File: config.mk
export PLATFORM = sky130hd
export DESIGN_NAME = mux_stream_rr
export DESIGN_NICKNAME = d
export VERILOG_FILES = /design/src/rtl/mux_stream_rr.sv
export SDC_FILE = /design/constraint.sdc
export NUM_CORES = 1
export LEC_CHECK = 0
export ABC_AREA = 0
export CORE_MARGIN = 1.5
export CORE_UTILIZATION = 55
export CTS_CLUSTER_SIZE = 24
export DETAILED_ROUTE_END_ITERATION = 8
export DONT_BUFFER_PORTS = 1
export PLACE_DENSITY = 0.7
export SYNTH_ARGS = -nofsm -noshare
export SYNTH_HDL_FRONTEND = slang
export SYNTH_SLANG_ARGS = --single-unit
File: constraint.sdc
create_clock -name clk -period 3.6 [get_ports clk]
set_input_delay 0.72 -clock clk [delete_from_list [all_inputs] [get_ports clk]]
set_output_delay 0.72 -clock clk [all_outputs]
set_load 0.05 [all_outputs]
File: src/rtl/mux_stream_rr.sv
// Registered N-channel stream mux with valid/ready handshake; fixed-select or round-robin arbitration.
// Define MUX_STREAM_PARITY_EN to add a registered even-parity output alongside out_data.
module mux_stream_rr #(
    parameter int WIDTH  = 8,
    parameter int NUM_CH = 4,
    parameter int SEL_W  = 2
) (
    input  logic                    clk,
    input  logic                    rst_n,
    input  logic [NUM_CH*WIDTH-1:0] in_data,
    input  logic [NUM_CH-1:0]       in_valid,
    output logic [NUM_CH-1:0]       in_ready,
    input  logic                    mode,
    input  logic [SEL_W-1:0]        sel,
    output logic [WIDTH-1:0]        out_data,
    output logic [SEL_W-1:0]        out_ch,
    output logic                    out_valid,
`ifdef MUX_STREAM_PARITY_EN
    input  logic                    out_ready,
    output logic                    out_parity
`else
    input  logic                    out_ready
`endif
);

    localparam logic [SEL_W:0]   NCH    = NUM_CH[SEL_W:0];
    localparam logic [SEL_W-1:0] LAST_CH = SEL_W'(NUM_CH - 1);

    typedef enum logic {S_EMPTY, S_FULL} state_t;

    state_t             r_state;
    state_t             w_state_nxt;
    logic [WIDTH-1:0]   r_data;
    logic [SEL_W-1:0]   r_ch;
    logic [SEL_W-1:0]   r_rr_ptr;
    logic               w_load;
    logic               w_found;
    logic [SEL_W-1:0]   w_gidx;
    logic [NUM_CH-1:0]  w_grant;
    logic               w_xfer;
    logic [SEL_W-1:0]   w_ptr_nxt;
    logic [WIDTH-1:0]   w_sel_data;

    // The register may take a new word when empty or while its held word drains.
    assign w_load = (r_state == S_EMPTY) | out_ready;

    always_comb begin
        logic [SEL_W:0] idx;
        w_found = 1'b0;
        w_gidx  = '0;
        idx     = '0;
        if (!mode) begin
            // Out-of-range sel matches no channel, so nothing is granted.
            for (int k = 0; k < NUM_CH; k++) begin
                if (sel == SEL_W'(k) && in_valid[k]) begin
                    w_found = 1'b1;
                    w_gidx  = SEL_W'(k);
                end
            end
        end else begin
            // Scan downward so the smallest offset from rr_ptr overwrites last and wins.
            for (int i = NUM_CH - 1; i >= 0; i--) begin
                idx = {1'b0, r_rr_ptr} + (SEL_W+1)'(i);
                if (idx >= NCH) idx = idx - NCH;
                if (in_valid[idx[SEL_W-1:0]]) begin
                    w_found = 1'b1;
                    w_gidx  = idx[SEL_W-1:0];
                end
            end
        end
    end

    assign w_grant    = w_found ? ({{(NUM_CH-1){1'b0}}, 1'b1} << w_gidx) : '0;
    assign in_ready   = w_grant & {NUM_CH{w_load & rst_n}};
    assign w_xfer     = |in_ready;
    assign w_ptr_nxt  = (w_gidx == LAST_CH) ? '0 : w_gidx + 1'b1;
    assign w_sel_data = in_data[int'(w_gidx)*WIDTH +: WIDTH];

    always_comb begin
        w_state_nxt = r_state;
        case (r_state)
            S_EMPTY: if (w_xfer) w_state_nxt = S_FULL;
            S_FULL:  if (out_ready && !w_xfer) w_state_nxt = S_EMPTY;
            default: w_state_nxt = S_EMPTY;
        endcase
    end

    always_ff @(posedge clk or negedge rst_n) begin
        if (!rst_n) begin
            r_state <= S_EMPTY;
        end else begin
            r_state <= w_state_nxt;
        end
    end

    always_ff @(posedge clk or negedge rst_n) begin
        if (!rst_n) begin
            r_data   <= '0;
            r_ch     <= '0;
            r_rr_ptr <= '0;
        end else if (w_xfer) begin
            r_data <= w_sel_data;
            r_ch   <= w_gidx;
            if (mode) r_rr_ptr <= w_ptr_nxt;
        end
    end

`ifdef MUX_STREAM_PARITY_EN
    logic r_parity;

    always_ff @(posedge clk or negedge rst_n) begin
        if (!rst_n) begin
            r_parity <= 1'b0;
        end else if (w_xfer) begin
            r_parity <= ^w_sel_data;
        end
    end

    assign out_parity = r_parity;
`endif

    assign out_data  = r_data;
    assign out_ch    = r_ch;
    assign out_valid = (r_state == S_FULL);

    a_ready_onehot: assert property (@(posedge clk) disable iff (!rst_n) $onehot0(in_ready));
    a_hold_on_stall: assert property (@(posedge clk) disable iff (!rst_n)
        (out_valid && !out_ready) |=> (out_valid && $stable(out_data) && $stable(out_ch)));

endmodule

Yosys cells after proc, flatten, opt, wreduce, memory -nomap -nowiden. Index checks and enable logic that the tools add are counted.

Register bits after elaboration: 13. Latch bits: 0. Memory bits (writable): 0. Bits in read-only memories: 0. Input port bits: 42. Output and inout port bits: 15. Word-level logic and storage cells: 77. Memories: 0.

Add/subtract/negate cells: 8. Multipliers: 0. Div/mod/pow operators: 0. Order comparisons: 8. Equal/unequal tests: 4. Shift operators: 2. Multiplexer cells: 38. Bitwise logic cells: 4. Reductions and logical operators: 9.

Operators with widths (count): 2-to-1 mux 2 bit (16); indexed part select 32 x 6 -> 8 bit (1); 2-to-1 mux 1 bit (16); < comparator 2 x 3 -> 1 bit (second input constant) (4); >= comparator 3 bit (second input constant) (3); binary-select mux 1 bit (select 2 bit) (4); subtractor 2 x 1 -> 2 bit (second input constant) (4); adder 2 x 2 -> 3 bit (second input constant) (2); == test 2 bit (second input constant) (3); logical AND 1 bit (5); AND 4 bit (1); 2-to-1 mux 4 bit (1); OR reduction 4 bit (1); left shift 1 x 2 -> 4 bit (first input constant) (1); adder 2 x 1 -> 3 bit (second input constant) (1); >= comparator 2 x 3 -> 1 bit (second input constant) (1); adder 2 x 1 -> 2 bit (second input constant) (1); == test 2 x 1 -> 1 bit (second input constant) (1); logical NOT 2 bit (1); one-hot mux 1 bit (2 select lines) (1); AND reduction 2 bit (1); AND 1 bit (1); logical NOT 1 bit (1); NOT 1 bit (1); OR 1 bit (1).

Logic depth before layout (Yosys ltp). Gate-level depths: netlist of run 1.

Depth after elaboration: 19. Gate-level depth with buffers: 12.

Worst setup path after synthesis of run 1. Ideal clock, no wire load.

Kind: input to register. Start: in in_valid[3]. End: reg r_data[0], in the netlist out_data[0]. Library setup time: 138 ps. Arrival time: 2979 ps. Data required time: 3462 ps. Path slack: 482 ps. Stages: 11. Path buffers: 2. Path through: buf_2 > mux2_1 > a22o_4 > buf_6 > inv_1 > ha_1 > nor2_1 > a2111oi_1 > nand2_1 > nor4_1 > a221oi_2.

Word-level cells in the longest chain between the ends: 11. Elaborated cells between the ends (all ways): 26.

RTL lines: start, declared (RTL line 11) `input logic [NUM_CH-1:0] in_valid,`; parallel branches: the longest is 11 deep, another holds indexed part select 32 x 6 -> 8 bit; end signal, assigned (RTL line 102) `r_data <= w_sel_data;`; end, declared (RTL line 33) `logic [WIDTH-1:0] r_data;`.

Parallel ways; which one is timed is not known. The select of a mux whose other input is x is not followed. A chain may end at the register's enable or synchronous reset.

Final worst setup path of run 1.
Start: reg r_rr_ptr[0]. End: out in_ready[0].

Word-level cells in the longest chain between the ends: 14. Elaborated cells between the ends (all ways): 40.

RTL lines: start, declared (RTL line 35) `logic [SEL_W-1:0] r_rr_ptr;`; start signal, assigned (RTL line 104) `if (mode) r_rr_ptr <= w_ptr_nxt;`; adder 2 x 2 -> 3 bit (RTL line 63) `idx = {1'b0, r_rr_ptr} + (SEL_W+1)'(i);`; >= comparator 3 bit / subtractor 2 x 1 -> 2 bit (equally long branches) (RTL line 64) `if (idx >= NCH) idx = idx - NCH;`; 2-to-1 mux 2 bit (RTL line 64); 2-to-1 mux 2 bit (RTL line 52) `if (!mode) begin`; binary-select mux 1 bit (select 2 bit) (RTL line 65) `if (in_valid[idx[SEL_W-1:0]]) begin`; 2-to-1 mux 1 bit (not written as such) (RTL line 65); 2-to-1 mux 2 bit (4 in a row) (RTL line 65); 2-to-1 mux 2 bit (RTL line 52); left shift 1 x 2 -> 4 bit (RTL line 73) `assign w_grant = w_found ? ({{(NUM_CH-1){1'b0}}, 1'b1} << w_gidx) : '0;`; 2-to-1 mux 4 bit (*) (RTL line 73); AND 4 bit (*) (RTL line 74) `assign in_ready = w_grant & {NUM_CH{w_load & rst_n}};`; end, declared (RTL line 12) `output logic [NUM_CH-1:0] in_ready,`.

Every way passes the cells marked *; elsewhere a longest branch is shown, timed or not. The select of a mux whose other input is x is not followed.

==> results_dict.tcl, run 1 <==
set metrics [dict create \
    synthArstFlopShare_pct 100.0 \
    period_share_pct 88.92 \
    endpoint_kind "primary output" \
    dr.pass1.iters 4 \
    cts_setup_buffers 0 \
    stdcell_area_mm2 0.001303 \
    syn2layout_area_growth_pct 2.562 \
    drc 0 \
    core-area_mm2 0.002191 \
    wl_mm 3.048 \
    finalSetupViolCount 0 \
    r2r_end "out_data[4]$_DFFE_PN0P_" \
    synthCells 146 \
    clock-skew-final_ns 0.002965 \
    worst-setup-path-type "flop to primary output" \
    worst_pin_slew_ns 0.5931 \
    maxClockFrequency_ghz 0.3124 \
    gp_congestion 0.8368 \
    num_vias 1150 \
    r2r-start "r_rr_ptr[1]$_DFFE_PN0P_" \
    final_hold_viol_count 0 \
    root_buffer "clkbuf_4" \
    cts_tree "done" \
    timing.hold.ws_ns 0.1352 \
    synthFlopType "dfrtp_1" \
    cts_buffers 3 \
    grt_usage_pct 24.16 \
    wl_per_cell_um 17.72 \
    fin_tns_setup_ns 0 \
    layout_commonest_cell "o21ai_0" \
    clkTransAtPathRegs_ns 0.07 \
    syn_nets 190 \
    grt_max_degree 16 \
    fin_ws_ns 0.3990 \
    ir_worst_vdd_v 0.0003578 \
    final_cell_mix "16 x o21ai_0, 13 x dfrtp_1, 12 x inv_1" \
    ys_types 36 \
    die_h_um 51.05 \
    worst-r2r-cell-count 9 \
    power_per_cell_area_mw_per_mm2 705.0 \
    cts_buffer_depth 2 \
    cts-resized-gates 0 \
    arrival_ns 2.48 \
    status "finished, final reports clean" \
    io_pins 57 \
    n_antenna_cell 0 \
    reg2reg_slack_ns 0.45 \
    port_buffers 0 \
    grt_pass1_vias 1109 \
    drv_slew 0 \
    cp_max_fo 11 \
    cts.sinks 13 \
    synth_area_mm2 0.001270 \
    start_util_pct 57.97 \
    postCtsHoldBufs 0 \
    crit_required_ns 2.88 \
    synth-edff-count 0 \
    yosysSeqAreaShare_pct 25.62 \
    die_x_um 51.05 \
    antenna_found_initial 0 \
    p_total_uw 918.3 \
    hpwl_mm 2.453 \
    avgSynthCellArea_um2 8.698 \
    rows 17 \
    dp_slack_ns 0.3046 \
    grt_overflow 0 \
    placed_cell_area_mm2 0.001276 \
    ys_warn_count 0 \
    hold_class "primary input to async pin" \
    fillers 196 \
    drtIter0Drc 24 \
    nNetsFinal 189 \
    ys_ff_latch 13 \
    drive_above_1_share_pct 15.28 \
    die_area_mm2 0.002606 \
    p_leak_nw 0.5214 \
    maxCapViolCount 0 \
    ant_nets 0 \
    start_kind "flop" \
    grt_first_pass_wirelength_mm 4.823 \
    max_slew_margin_pct 60.38 \
    vias_per_cell 6.686 \
    period_needed_ns 3.201 \
    worstSkewPairLatency_ns 0.27 \
    rsz0062_at_grt "false" \
    htreeDepth 1 \
]
## cell type report
class	instances	area (µm²)	area share, %
Timing Repair Buffer	4	30.03	2.305
Clock buffer	4	26.28	2.017
Tap cell	28	35.03	2.690
Multi-Input combinational cell	111	840.8	64.55
Sequential cell	13	325.3	24.98
Inverter	12	45.04	3.458
## synthesized netlist by cell type, types with 2 or more instances
master	number	area [µm²]
ha_1	2	25.02
a221oi_2	8	120.1
o21ai_0	16	80.08
buf_4	2	15.01
dfrtp_1	13	325.3
nand3_1	8	40.04
nor2b_1	4	25.02
a21o_1	2	15.01
o31ai_1	9	67.56
inv_1	12	45.04
mux2_2	2	22.52
nor4_1	8	50.05
mux2_1	2	22.52
buf_6	2	22.52
a21oi_1	10	50.05
nand2b_1	5	31.28
nor2_1	3	11.26
mux2i_1	10	100.1
buf_2	3	15.01
nand2_1	5	18.77
and2_1	4	25.02
clkbuf_1	2	7.510
## routing by layer
metal  vias up  global-route usage, %  share of wire (%)
met5         -                      0                  0
met4         0                  7.658               0.72
met3         2                  6.725                9.7
met2        49                  42.21                 47
met1       543                  28.39                 43
li1        556                      -                  -
## critical path: stages, from the launching register on
cell,delay [ns]
dfrtp_1,0.52
inv_1,0.10
a21o_1,0.19
a311oi_2,0.46
and2_1,0.53
and2_1,0.20
buf_4,0.19
## sequential cells by signal, indices dropped and copies added, names as in the netlist
register / count
out_data: 8
out_ch: 2
r_rr_ptr: 2
out_valid: 1
## kinds of logic after synthesis
group | synth area share, %
AOI/OAI and AO/OA | 33.60
adders and majority gates | 1.970
buffers and inverters | 8.570
DFF | 25.62
muxes | 12.51
and+or+nand+nor | 17.73
## through the flow
step | instances | util (%)
finish | 172 | 59.45
global route | 172 | 59.45
CTS | 172 | 59.45
detailed placement | 168 | 58.25
global placement | 168 | 58.25
floorplan | 146 | -
## worst max-delay path by stage
stage	endpoint	startpoint	slack [ns]	depth (start not counted)
finish	in_ready[0]	r_rr_ptr[0]$_DFFE_PN0P_	0.40	6
detailed placement	out_data[4]$_DFFE_PN0P_	sel[1]	0.30	9
global placement	out_data[1]$_DFFE_PN0P_	sel[1]	0.41	9
global route	out_data[4]$_DFFE_PN0P_	r_rr_ptr[1]$_DFFE_PN0P_	0.11	9
floorplan	out_data[0]$_DFFE_PN0P_	in_valid[3]	0.48	11
CTS	in_ready[0]	r_rr_ptr[0]$_DFFE_PN0P_	0.38	6
## where the power goes
group	leakage [nW]	internal [mW]	total (mW)	switching, mW
sequential	0.148	0.211	0.490	0.279
clock	0.0150	0.0429	0.0860	0.0430
combinational	0.359	0.156	0.343	0.186
(Power assumes the default switching activity.)
==> run 2, diff against run 1 <==
Settings changed: ABC_AREA 0 to default, CAP_MARGIN from default to 10.
==> results of run 2 <==
Same layout as run 1: the final DEF is identical, and so are final timing and power.
==> run 3, diff against run 2 <==
Settings changed: CORE_MARGIN 1.5 to default.
==> results_dict.tcl, run 3 (synthesis results as in run 1) <==
set metrics [dict create \
    final_cell_mix "16 x o21ai_0, 13 x dfrtp_1, 12 x inv_1" \
    grt_usage_pct 26.18 \
    fin_tns_setup_ns 0 \
    antenna_found_initial 0 \
    status "finished, final reports clean" \
    grt_max_degree 16 \
    internal-power_uw 409.6 \
    endpoint_kind "primary output" \
    layout.area.seq_um2 325.3 \
    power_switching_uw 506.7 \
    maxClockFrequency_ghz 0.3093 \
    netSwitchingFraction_pct 55.30 \
    root_buffer "clkbuf_4" \
    drtIter0Drc 19 \
    clkTransAtPathRegs_ns 0.08 \
    nNetsFinal 189 \
    n_antenna_cell 0 \
    finalSetupViolCount 0 \
    hold_class "primary input to async pin" \
    ir_worst_vdd_v 0.0003893 \
    cp_slowest_cell "and2_1" \
    cts_buffers 3 \
    cpMostUsedCell "and2_1" \
    grt_pass1_vias 1125 \
    die_h_um 50.05 \
    worst-setup-path-type "flop to primary output" \
    fillers 194 \
    power_per_cell_area_mw_per_mm2 703.5 \
    p_total_uw 916.3 \
    path_cells "inv_1 -> a21o_1 -> a311oi_2 -> and2_1 -> and2_1 -> buf_4" \
    core-area_mm2 0.002191 \
    worstSkewPairLatency_ns 0.27 \
    die_x_um 50.05 \
    num_vias 1129 \
    drc 0 \
    maxCapViolCount 0 \
    sequentialPowerShare_pct 53.2 \
    grt_overflow 0 \
    multiInputGateArea_um2 840.8 \
    wl_mm 3.008 \
    postCtsHoldBufs 0 \
    arrival_ns 2.51 \
    gp_congestion 0.8942 \
    cts-resized-gates 0 \
    worst_pin_slew_ns 0.6571 \
    ant_nets 0 \
    grt_first_pass_wirelength_mm 4.857 \
    dr.pass1.iters 4 \
    start_util_pct 57.97 \
    cp_max_fo 11 \
    rsz0062_at_grt "false" \
    rows 17 \
    drive_above_1_share_pct 15.28 \
    clock-skew-final_ns 0.003989 \
    p_leak_nw 0.5214 \
    pwr-share-comb_pct 37.2 \
    final_util_pct 59.45 \
    hpwl_mm 2.436 \
    wl_per_cell_um 17.49 \
    period_needed_ns 3.234 \
    cts_tree "done" \
    die_area_mm2 0.002505 \
    largest_reg_flops 8 \
    htreeDepth 1 \
    syn2layout_area_growth_pct 2.562 \
    cts_buffer_depth 2 \
    vias_per_cell 6.564 \
    start_kind "flop" \
    layout_commonest_cell "o21ai_0" \
    crit_required_ns 2.88 \
    io_pins 57 \
    timing.hold.ws_ns 0.1307 \
    placed_cell_area_mm2 0.001276 \
    cts.sinks 13 \
    max_slew_margin_pct 56.10 \
    final_hold_viol_count 0 \
    stdcell_area_mm2 0.001303 \
    drv_slew 0 \
    cts_setup_buffers 0 \
    p_clk_share_pct 9.7 \
    cpPeakStageDelay_ns 0.54 \
    port_buffers 0 \
    period_share_pct 89.82 \
]
==> run 3: cell counts in the layout (fill, tap and decap cells not counted) <==
No cell type changed its count.
==> run 3: worst paths after layout <==
path	startpoint	to	slack [ns]	depth (start not counted)
setup / recovery	r_rr_ptr[0]$_DFFE_PN0P_	in_ready[0]	0.37	6
hold / removal	rst_n	out_data[0]$_DFFE_PN0P_	0.13	0
setup reg to reg	r_rr_ptr[1]$_DFFE_PN0P_	out_data[1]$_DFFE_PN0P_	0.43	9
hold reg to reg	r_rr_ptr[1]$_DFFE_PN0P_	r_rr_ptr[1]$_DFFE_PN0P_	0.69	1
max in group asynchronous	rst_n	out_data[4]$_DFFE_PN0P_	3.40	0
min in group clk	out_ready	out_valid$_DFF_PN0_	0.64	2
==> run 3: through the flow <==
step,instances,setup slack [ns]
global route,172,0.1332
CTS,172,0.3704
detailed placement,168,0.2721
finish,172,0.3664
floorplan,146,0.4824
global placement,168,0.4150
==> run 3: layout make-up <==
type / instances / area share [%]
Multi-Input combinational cell: 111 / 64.55
Tap cell: 28 / 2.690
Sequential cell: 13 / 24.98
Clock buffer: 4 / 2.017
Timing Repair Buffer: 4 / 2.305
Inverter: 12 / 3.458
==> run 3: power by group through the flow <==
| stage | sequential (mW) | clock, mW | combinational [mW] |
|---|---|---|---|
| floorplan | 0.461 | 0 | 0.313 |
| global placement | 0.488 | 0 | 0.329 |
| detailed placement | 0.491 | 0 | 0.341 |
| CTS | 0.488 | 0.0917 | 0.342 |
| global route | 0.500 | 0.101 | 0.379 |
| finish | 0.487 | 0.0886 | 0.340 |
==> run 3: routing by layer <==
layer | part of all wire (%) | track usage [%] | up-vias
met3 | 9.0 | 8.025 | 4
li1 | - | - | 551
met2 | 46 | 43.11 | 47
met4 | 1.8 | 12.86 | 0
met5 | 0 | 0 | -
met1 | 43 | 30.29 | 527
==> run 3: worst max-delay path, delay by kind of cell (launching register included) <==
kind                   cells  cell delay [ns]
AOI/OAI and AO/OA          2             0.66
buffers and inverters      2             0.30
DFF                        1             0.52
and+or+nand+nor            2             0.75
==> RTL change 1 (config.mk and constraints of run 2) <==
The option `MUX_STREAM_PARITY_EN` is turned on by a define.
--- a/src/rtl/mux_stream_rr.sv
+++ b/src/rtl/mux_stream_rr.sv
@@ -1,4 +1,6 @@
 // Registered N-channel stream mux with valid/ready handshake; fixed-select or round-robin arbitration.
 // Define MUX_STREAM_PARITY_EN to add a registered even-parity output alongside out_data.
+`define MUX_STREAM_PARITY_EN
+
 module mux_stream_rr #(
     parameter int WIDTH  = 8,
Formal check against the unedited RTL (old outputs only; new: out_parity): equivalent (equiv_simple and equiv_induct, registers matched by name and starting in step).
==> RTL change 1 against run 2 <==
  * Area after synthesis rose by 3.2%
  * Cell area rose by 3.2%
  * Sequential cell count rose by 1
  * Total power rose by 5.0%
  * Count of clock-buffer cells in the layout fell by 1
  * Routed wire length fell by 3.5%
  * Sequential share of layout area rose by 1.1 points
  * Worst setup slack got worse by 0.064 ns
  * First-iteration DRC count fell by 50%
  * Largest cell class unchanged
==> RTL change 1: results (changes against run 2) <==
[cells_and_area]
final_cells=162  ; -5.8%
n_antenna_cell=0  ; unchanged
clkCellAreaFrac=0.01676  ; -0.003413
non_clock_buffer_area_share=0  ; -0.02305
final_core_util=0.6017  ; +0.007164
sh_seq_area=0.2607  ; +0.01095
nNonClkBuffers=0  ; -4
nonClockInverterCount=4  ; -8
multi_input_gates=113  ; +1.8%
drive_gt1_frac=0.07463  ; -0.07815
multi_input_area_share=0.6853  ; +0.03976
nNetsFinal=182  ; -3.7%
nFillCells=219  ; +12%

[synth]
synth-seq-area-share=0.2674  ; +0.01127
synth_commonest_cells=xnor2_1 (25), mux2i_1 (20), nand2_1 (16)
synth_fa_ha_area_frac=0.03820  ; +0.01850
yosysUniqueCellTypes=35  ; -2.8%
synthCells=134  ; -8.2%
synthArstFlopShare=1.000  ; unchanged
synth_seq_cells=14  ; +1
synth_xor_area_frac=0.1872  ; +0.1872
yosys-top-cells-area=dfrtp_1 (27%), xnor2_1 (17%), mux2i_1 (15%)
synth.area.mux_share=0.1872  ; +0.06208
synth_compound_area_frac=0.1318  ; -0.2042

[global_routing]
grt_pass1_wl_um=4491  ; -6.9%
grtUsageTotal=0.2343  ; -0.007385
grt_pass1_vias=1063  ; -4.1%
grt_max_degree=21  ; +5

[clock_tree]
clkTransAtPathRegs_ns=0.09  ; +0.02 ns
worstSkewPairLatency_ns=0.30  ; +0.03 ns
clock_path_buffers=2  ; unchanged
cts_buffers=3  ; unchanged

[run_status]
status=completed

[place]
gp_congestion=0.7101  ; -15%
dpl_cell_area_um2=1321  ; +3.5%
dp.cells=159  ; -5.4%
place_ws_ns=0.2129  ; -0.09172 ns
place.detailed.hpwl_um=2361  ; -3.8%

[worst_setup_path]
crit_fanout=20  ; +9
crit_arrival_ns=3.48  ; +1.00 ns
slowest_stage=or4_1
r2r_setup_slack_ns=0.33  ; -0.12 ns
timing.rr.end=out_data[2]
rr_worst_depth=10  ; +1
max_stage_delay_ns=0.62  ; +0.09 ns
rr_startpoint=r_rr_ptr[1]

[route]
wl_um=2940  ; -3.5%
first_iter_violations=12  ; -50%
first_pass_iters=6  ; +2
drtAntennaViolNets=0  ; unchanged
vias=1028  ; -11%

[power]
power.density_nw_per_um2=717.8  ; +1.8%
vdd_drop_max_v=0.0004467  ; +25%
leakagePower_nw=0.5797  ; +11%

[sta]
skew_ns=0.004473  ; +0.001508 ns
hold-worst-slack_ns=0.1030  ; -0.03222 ns
worst_slew_pin_slew_ns=0.6884  ; +0.09529 ns

RTL change 1: cell count changes in the layout (fill, tap and decap cells not counted), moves of 4 or more:
| cell | change |
|---|---|
| buf_4 | -4 |
| xnor2_1 | +25 |
| inv_1 | -8 |
| o21ai_0 | -13 |
| o31ai_1 | -8 |
| nor4_1 | -8 |
| mux2i_1 | +10 |
| o221ai_1 | +8 |
| a221oi_2 | -7 |
| a21oi_1 | -10 |
| nand2_1 | +11 |
| nand3_1 | -7 |
RTL change 1: worst max-delay path by stage:
| stage | slack, ns | startpoint | end | depth (start not counted) |
|---|---|---|---|---|
| 2_1_floorplan | 0.43 | in_valid[0] | r_rr_ptr[0] | 10 |
| 3_3_place_gp | 0.32 | in_valid[0] | out_parity | 9 |
| 3_5_place_dp | 0.21 | in_valid[0] | out_parity | 10 |
| 4_1_cts | 0.33 | r_rr_ptr[1] | out_parity | 10 |
| 5_1_grt | 0.11 | r_rr_ptr[1] | out_data[7] | 10 |
| 6_report | 0.33 | r_rr_ptr[1] | out_data[2] | 10 |
RTL change 1: power by group:
group	switching (mW)	internal (mW)	total, mW
Sequential	0.281	0.225	0.507
Clock	0.0572	0.0391	0.0963
Combinational	0.195	0.166	0.361
RTL change 1: worst reg2reg max path, cell delays in order, from the launching register on:
cell	delay (ns)
dfrtp_1	0.44
nor2b_1	0.17
o21ai_0	0.21
a221oi_2	0.14
nor2_4	0.55
inv_1	0.19
ha_1	0.23
or4_1	0.62
nand2_1	0.41
nand2_1	0.12
o221ai_1	0.10
RTL change 1: routing by layer:
layer  global-route usage  wire [um]  vias up
li1                     -          -      478
met1               0.2714       1150      496
met2               0.4017       1539       43
met3              0.06609        182       11
met4               0.1009         68        0
met5                    0          0        -
==> RTL change 2 (flow settings as in run 2) <==
Made on the original files. Add an input register stage for `mode`, cleared by the reset; this delays it by one clock. The other inputs are not delayed to match.
--- a/src/rtl/mux_stream_rr.sv
+++ b/src/rtl/mux_stream_rr.sv
@@ -29,4 +29,14 @@
     typedef enum logic {S_EMPTY, S_FULL} state_t;
 
+    logic mode_q;
+
+    always_ff @(posedge clk or negedge rst_n) begin
+        if (!rst_n) begin
+            mode_q <= '0;
+        end else begin
+            mode_q <= mode;
+        end
+    end
+
     state_t             r_state;
     state_t             w_state_nxt;
@@ -50,5 +60,5 @@
         w_gidx  = '0;
         idx     = '0;
-        if (!mode) begin
+        if (!mode_q) begin
             // Out-of-range sel matches no channel, so nothing is granted.
             for (int k = 0; k < NUM_CH; k++) begin
@@ -102,5 +112,5 @@
             r_data <= w_sel_data;
             r_ch   <= w_gidx;
-            if (mode) r_rr_ptr <= w_ptr_nxt;
+            if (mode_q) r_rr_ptr <= w_ptr_nxt;
         end
     end
Function: changed (a bounded check fails within 4 cycles, from zero or initial values and one cycle with rst_n low).
==> RTL change 2 against run 2 <==
  * Total power rose by 1.6%
  * Hold slack got worse by 0.0095 ns
  * Clock power rose by 2%
  * Cell area up 1.6%
  * Synthesized cell count increased by 0.68%
  * Worst setup slack lost 0.041 ns
  * Utilization up 0.39 points
  * Critical path depth is the same
  * Sequential power increased by 3%
  * Combinational power about the same
  * Via count up 1.1%
  * Sequential cell count up 1
  * Area after synthesis increased by 2.0%
  * Routed wire length increased by 1.9%
  * Critical path type unchanged
==> RTL change 2: results (changes against run 2) <==
[clock_tree]
cts_resized=0  ; unchanged
worstSkewPairLatency_ns=0.28
clkTransAtPathRegs_ns=0.08

[worst_setup_path]
rr_worst_depth=9  ; unchanged
cp_top_family=simple AND/OR/NAND/NOR gates
r2r_setup_slack_ns=0.45  ; about the same
crit_path_end=in_ready[0]

[synth]
synth-seq-area-share=0.2705  ; +0.01437
yosys-top-cells-area=dfrtp_1 (27%), a221oi_2 (9.3%), mux2i_1 (7.7%)
synth_fa_ha_area_frac=0.01932  ; -0.0003808
synth.area.mux_share=0.1227  ; -0.002418
yosysUniqueCellTypes=36  ; unchanged
synth_compound_area_frac=0.3295  ; -0.006492
synth_commonest_cells=o21ai_0 (16), dfrtp_1 (14), inv_1 (12)
synth_nets=191  ; +0.53%

[sta]
worst_slew_pin_slew_ns=0.6436  ; +0.05055 ns
skew_ns=0.002381  ; -0.0005836 ns

[global_routing]
grt_pass1_vias=1101  ; -0.72%
grtUsageTotal=0.2456  ; +0.003925
grt_max_degree=17  ; +1
grt_pass1_wl_um=4905  ; +1.7%

[route]
wl_um=3107  ; +1.9%
via_per_inst=6.762  ; +1.1%
first_iter_violations=23  ; -4.2%

[power]
switchingPower_mw=0.5157  ; +1.5%
vdd_drop_max_v=0.0003759  ; +5.1%
leakagePower_nw=0.5319  ; +2.0%

[cells_and_area]
nFillCells=195  ; -0.51%
nNetsFinal=190  ; +0.53%
largest_reg_flops=8  ; unchanged

[place]
place.detailed.hpwl_um=2435  ; -0.74%
gp_congestion=0.8449  ; +0.97%

[run_status]
status=completed

-- RTL change 2: area by class of cell --
| class | count | area share |
|---|---|---|
| clock buffers | 3 | 0.01701 |
| flip-flops and latches | 14 | 0.2647 |
| inverters | 12 | 0.03403 |
| multi-input cells | 111 | 0.6352 |
| well taps | 28 | 0.02647 |
| repair buffers | 4 | 0.02268 |
-- RTL change 2: power groups by stage --
stage | Combinational, mW | Clock (mW) | Sequential, mW
final | 0.342 | 0.0877 | 0.504
after global routing | 0.380 | 0.0954 | 0.513
after CTS | 0.341 | 0.0881 | 0.504
after detailed placement | 0.341 | 0 | 0.506
after global placement | 0.330 | 0 | 0.502
after floorplan | 0.314 | 0 | 0.475
-- RTL change 2: metrics by stage --
step                power, mW  std cells  instance area [um^2]  hold WS [ns]  setup WS, ns
global placement       0.8320        169                  1301        0.4247        0.3617
finish                 0.9330        172                  1324        0.1257        0.3576
global route           0.9880        172                  1324        0.1100        0.1536
floorplan              0.7890        147                  1295        0.4244        0.4824
CTS                    0.9323        172                  1324        0.1225        0.3584
detailed placement     0.8472        169                  1301        0.4247        0.3606
-- RTL change 2: how the worst min path moves through the flow --
stage	from	endpoint	cells after the start
after floorplan	rst_n	mode_q	0
after CTS	rst_n	r_rr_ptr[0]	0
after detailed placement	rst_n	out_ch[0]	0
after global placement	rst_n	out_valid	0
final	rst_n	out_data[5]	0
after global routing	rst_n	out_ch[0]	0
-- RTL change 2: cell families (layout without fill, tap and decap cells) --
family,Yosys count,in the layout
AO/OA/AOI/OAI,54,54
AND/OR/NAND/NOR,40,40
buffers and inverters,22,19
multiplexers,15,15
flip-flops,14,14
adder cells (fa/ha/maj),2,2
-- RTL change 2: layer usage --
metal,global-route usage,wire length (um),up-vias
met4,0.1272,78,0
met1,0.3199,1340,530
met2,0.3718,1340,70
li1,-,-,554
met3,0.06609,348,9
met5,0,0,-
